### config.mk
export PLATFORM = sky130hd
export DESIGN_NAME = weighted_arbiter
export DESIGN_NICKNAME = d
export VERILOG_FILES = /design/src/rtl/weighted_arbiter.sv
export SDC_FILE = /design/constraint.sdc
export NUM_CORES = 1
export LEC_CHECK = 0
export CAP_MARGIN = 20
export CORE_MARGIN = 5
export CORE_UTILIZATION = 30
export CTS_CLUSTER_DIAMETER = 200
export DETAILED_ROUTE_END_ITERATION = 16
export DONT_BUFFER_PORTS = 1
export HOLD_SLACK_MARGIN = 0.05
export PLACE_DENSITY = 0.42
export SETUP_SLACK_MARGIN = 0.1
export SLEW_MARGIN = 5
export SYNTH_ARGS = -nofsm -noshare
export SYNTH_HDL_FRONTEND = slang
export SYNTH_SLANG_ARGS = --single-unit
### constraint.sdc
create_clock -name clk -period 2.2 [get_ports clk]
set_input_delay 0.66 -clock clk [delete_from_list [all_inputs] [get_ports clk]]
set_output_delay 0.66 -clock clk [all_outputs]
set_load 0.01 [all_outputs]
### src/rtl/weighted_arbiter.sv
// weighted_arbiter
//   Picks one requester per arbitration and holds its grant for a number of
//   beats set by TYPE/BLOCK. PRIORITY picks by fixed order. ROUND_ROBIN and
//   WEIGHTED favour the ports after the last granted one. WEIGHTED also gives
//   each grant weight+1 beats, using a credit count loaded when the grant is
//   issued.
// Ports
//   clk, rst_n      clock, synchronous active-low reset
//   request         per-port request
//   acknowledge     per-port beat/release strobe (BLOCK="ACKNOWLEDGE" only)
//   weight          per-port credit weight, port i at [i*WEIGHT_WIDTH +: WEIGHT_WIDTH]
//   grant           registered one-hot grant, zero when idle
//   grant_valid     grant is non-zero
//   grant_encoded   index of the granted port, 0 when idle
//   grant_last      granted and the credit count has reached 0
module weighted_arbiter #(
  parameter int    PORTS        = 4,
  parameter string TYPE         = "WEIGHTED",
  parameter string BLOCK        = "NONE",
  parameter string LSB_PRIORITY = "LOW",
  parameter int    WEIGHT_WIDTH = 4
) (
  input  logic                          clk,
  input  logic                          rst_n,
  input  logic [PORTS-1:0]              request,
  input  logic [PORTS-1:0]              acknowledge,
  input  logic [PORTS*WEIGHT_WIDTH-1:0] weight,
  output logic [PORTS-1:0]              grant,
  output logic                          grant_valid,
  output logic [$clog2(PORTS)-1:0]      grant_encoded,
  output logic                          grant_last
);

  localparam int IDX_W       = $clog2(PORTS);
  localparam bit IS_WEIGHTED = (TYPE == "WEIGHTED");
  localparam bit USE_MASK    = (TYPE != "PRIORITY");
  localparam bit BLK_ACK     = (BLOCK == "ACKNOWLEDGE");
  localparam bit BLK_REQ     = (BLOCK == "REQUEST");
  localparam bit MSB_WINS    = (LSB_PRIORITY == "HIGH");

  logic [PORTS-1:0]        grant_q, grant_d;
  logic [IDX_W-1:0]        enc_q, enc_d;
  logic [WEIGHT_WIDTH-1:0] credit_q, credit_d;
  // Set bits mark the ports that come after the last granted index in
  // priority order. An all-zero mask (after reset) means plain fixed priority.
  logic [PORTS-1:0]        mask_q, mask_d;

  logic             req_g, ack_g, beat, release_g, arbitrate;
  logic [PORTS-1:0] masked_req;
  logic [IDX_W-1:0] winner;

  function automatic logic [IDX_W-1:0] pick(input logic [PORTS-1:0] v);
    logic [IDX_W-1:0] idx;
    idx = '0;
    // Scan from lowest to highest priority, so the last hit is the winner.
    for (int i = 0; i < PORTS; i++) begin
      if (MSB_WINS) begin
        if (v[i]) idx = IDX_W'(i);
      end else begin
        if (v[PORTS-1-i]) idx = IDX_W'(PORTS-1-i);
      end
    end
    return idx;
  endfunction

  always_comb begin
    req_g = |(grant_q & request);
    ack_g = |(grant_q & acknowledge);
    beat  = grant_valid && (BLK_ACK ? ack_g : 1'b1);

    if (IS_WEIGHTED)  release_g = beat && (credit_q == '0);
    else if (BLK_ACK) release_g = ack_g;
    else if (BLK_REQ) release_g = !req_g;
    else              release_g = beat;
    // Without acknowledge blocking, a withdrawn request ends the grant at
    // once, whatever credit is left.
    if (!BLK_ACK && !req_g) release_g = 1'b1;

    arbitrate  = !grant_valid || release_g;
    masked_req = USE_MASK ? (request & mask_q) : '0;
    winner     = (|masked_req) ? pick(masked_req) : pick(request);

    grant_d  = grant_q;
    enc_d    = enc_q;
    credit_d = credit_q;
    mask_d   = mask_q;

    if (beat && (credit_q != '0)) credit_d = credit_q - WEIGHT_WIDTH'(1);

    if (arbitrate) begin
      if (|request) begin
        grant_d  = '0;
        enc_d    = winner;
        credit_d = '0;
        for (int i = 0; i < PORTS; i++) begin
          if (IDX_W'(i) == winner) begin
            grant_d[i] = 1'b1;
            credit_d   = weight[i*WEIGHT_WIDTH +: WEIGHT_WIDTH];
          end
          mask_d[i] = MSB_WINS ? (IDX_W'(i) < winner) : (IDX_W'(i) > winner);
        end
      end else begin
        // Idle: the mask is kept so round-robin fairness survives gaps.
        grant_d  = '0;
        enc_d    = '0;
        credit_d = '0;
      end
    end
  end

  always_ff @(posedge clk) begin
    if (!rst_n) begin
      grant_q  <= '0;
      enc_q    <= '0;
      credit_q <= '0;
      mask_q   <= '0;
    end else begin
      grant_q  <= grant_d;
      enc_q    <= enc_d;
      credit_q <= credit_d;
      mask_q   <= mask_d;
    end
  end

  assign grant         = grant_q;
  assign grant_valid   = |grant_q;
  assign grant_encoded = enc_q;
  assign grant_last    = grant_valid && (credit_q == '0);

endmodule

==> impl_metrics.csv <==
group,metric,value,unit
grt,grt.total_usage,10.25,%
worst_setup_path,cp_cell_sequence,"nor4_4, inv_1",
route,ant_nets,0,
route,highest_layer,"met4",
timing,drv_slew,0,
grt,antenna_found_initial,0,
worst_setup_path,crit_path_start_kind,"flip-flop",
yosys,syn_inst,71,
run,cap_violations,0,
yosys,synth_nets,98,
timing,fin_tns_setup,0,ns
timing,finalWorstSetupSlack,0.2781,ns
timing,post-route-period-util,87.36,%
route,wl_met1,775,um
timing,setup_violations,0,
route,drc,0,
cts,clock_sinks,13,
final_layout,layout_common_cells,"13 x dfxtp_1, 5 x a22oi_1",
route,wl_met2,804,um
cts,ctsRootBufferMaster,"clkbuf_4",
route,drtIter0Drc,16,
cts,h-tree-depth,1,
route,routedWlPerCell,16.11,um
floorplanning,ios,34,
yosys,yosysTopAreaCellShare,35.25,%
floorplanning,core,0.002410,mm^2
worst_setup_path,arrival,1.26,ns
cts,worstSkewPairLatency,0.27,ns
final_layout,area_growth,11.19,%
cts,postCtsHoldBufs,0,
run_status,status,"completed",
final_layout,fill_cells,250,
timing,tightest_slew,0.3733,ns
floorplanning,die_w,59.61,um
timing,fin_skew,0.002351,ns
worst_setup_path,critPathMaxFanout,4,
route,wl_met3,130,um
floorplanning,rows,18,
cts,post-cts-setup-buffer-count,0,
floorplanning,die_h,59.61,um
floorplanning,start_util,30.63,%
power,total_leakage_power,0.2950,nW
grt,grt_pass1_wl,2.718,mm
yosys,netlist_area,738.2,um^2
placed_design,place_ws,0.1928,ns
final_layout,drive_gt1_share,22.08,%
cts,numCtsBuffers,3,
final_layout,multiInputGateArea,454.2,um^2
worst_setup_path,worst_path_largest_cell_delay,0.43,ns
placed_design,place.port_buffers,0,
power,fin_total_pwr,689.2,uW
yosys,synth_top_area_cell,"dfxtp_1",
cts,clkSlewWorstSetupHoldPaths,0.09,ns
final_layout,final_common_cell,"dfxtp_1",
power,vdd_drop_max,437.1,uV
worst_setup_path,crit_path_top_delay_cell,"nor4_4",
grt,grt_start_max_net_pins,12,
yosys,ys_seq_area_share,35.25,%
yosys,synth-warning-count,0,
route,vias,584,
cts,cts_buffer_depth,2,
cts,cts_tree,"done",
route,avgViaCountPerCell,5.458,
worst_hold_path,hp-class,"flip-flop to flip-flop",
timing,relSlewSlack,75.11,%
final_layout,n_antenna_cell,0,
grt,grt_pass1_vias,587,
timing,period_minus_slack,1.922,ns
final_layout,nets,105,
floorplanning,die-area,0.003553,mm^2
timing,hold_viol,0,
route,routed_wl,1.724,mm
timing,fmaxAchievable,0.5203,GHz
yosys,yosys-top-cells-area,"dfxtp_1 35%, mux4_2 12%, a22oi_1 5.1%",
worst_setup_path,end_kind,"output port",
yosys,synth-seq-cells,13,
yosys,avgSynthCellArea,10.40,um^2
placed_design,gp_congestion,0.8002,
grt,overflow,0,
final_layout,seq_area,260.3,um^2
placed_design,dp_hpwl,1.398,mm
route,dr.pass1.iters,4,
worst_setup_path,worstPathRequired,1.54,ns
power,pwr_density_cell,839.7,mW/mm^2
timing,rsz0062_at_grt,"no",
yosys,synth_cell_type_count,28,
worst_setup_path,crit_type,"flip-flop to output port",
==> synth_stat cells, drive strengths merged <==
master	n
a21boi	4
a22oi	5
o21ai	6
dfxtp	13
and2	2
a211oi	1
a32oi	2
o2bb2ai	4
o211a	1
xnor2	2
mux4	4
dlygate4sd1	1
ha	1
nor3	1
nand3	2
inv	3
nor3b	1
nor2	3
a21oi	2
nand2	4
a22o	1
nor2b	5
nor4	2
buf	1
==> layout make-up <==
| cell class | count | share of cell area [%] |
|---|---|---|
| clock buffer | 3 | 2.744 |
| clock inverter | 1 | 0.6098 |
| inverter | 3 | 1.372 |
| multi-input combinational | 53 | 55.34 |
| sequential | 13 | 31.71 |
| tap | 30 | 4.573 |
| timing repair buffer | 4 | 3.659 |
==> sequential cells by signal, indices dropped and copies added, names as in the netlist <==
register	count
credit_q	4
grant	4
grant_encoded	2
mask_q	3
==> power by group <==
part           internal, mW  switching [mW]
sequential            0.271          0.0427
combinational         0.120           0.106
clock                0.0673          0.0819
total                 0.458           0.231
==> critical path: cells and delay by family (launching register included) <==
family,cells,cell delay (ns)
AND/OR/NAND/NOR,1,0.43
flip-flops,1,0.41
buffers and inverters,1,0.14
==> per-layer routing <==
| metal | vias up | track usage, % |
|---|---|---|
| met5 | - | 0 |
| met4 | 0 | 4.747 |
| met2 | 20 | 15.76 |
| li1 | 286 | - |
| met3 | 2 | 3.268 |
| met1 | 276 | 12.98 |
==> what timing repair did <==
action / in CTS / in global routing
endpoints found under the setup margin: 0 / 1
hold endpoints to repair: 0 / 0
gates resized for setup: 0 / 2
==> worst paths after layout <==
check,slack [ns],cells past startpoint,from,endpoint
worst max-delay path,0.28,2,grant[0]$_SDFFE_PN0N_,grant_valid
worst min-delay path,0.47,1,credit_q[0]$_SDFFE_PN0P_,credit_q[0]$_SDFFE_PN0P_
worst max register to register,0.47,5,mask_q[2]$_SDFFE_PN0P_,credit_q[2]$_SDFFE_PN0P_
worst min register to register,0.47,1,credit_q[0]$_SDFFE_PN0P_,credit_q[0]$_SDFFE_PN0P_
==> per-stage QoR <==
| stage | utilization (%) | std cells | hold WS, ns | cell area (um^2) |
|---|---|---|---|---|
| finish | 34.06 | 107 | 0.4651 | 820.8 |
| global route | 34.06 | 107 | 0.4986 | 820.8 |
| detailed placement | 32.61 | 103 | 0.4543 | 785.8 |
| floorplan | - | 71 | 0.4269 | 738.2 |
| global placement | 32.61 | 103 | 0.4473 | 785.8 |
| CTS | 33.75 | 107 | 0.4706 | 813.3 |
==> cells by family after synthesis <==
family | Yosys count | share of synthesized area, %
DFF | 13 | 35.25
AOI/OAI and AO/OA | 26 | 26.95
adders and majority gates | 1 | 1.695
muxes | 4 | 12.20
xor gates and xnor gates | 2 | 2.373
buffers and inverters | 5 | 4.237
and+or+nand+nor | 20 | 17.29
Note: power is estimated with default switching activity, not from simulation.
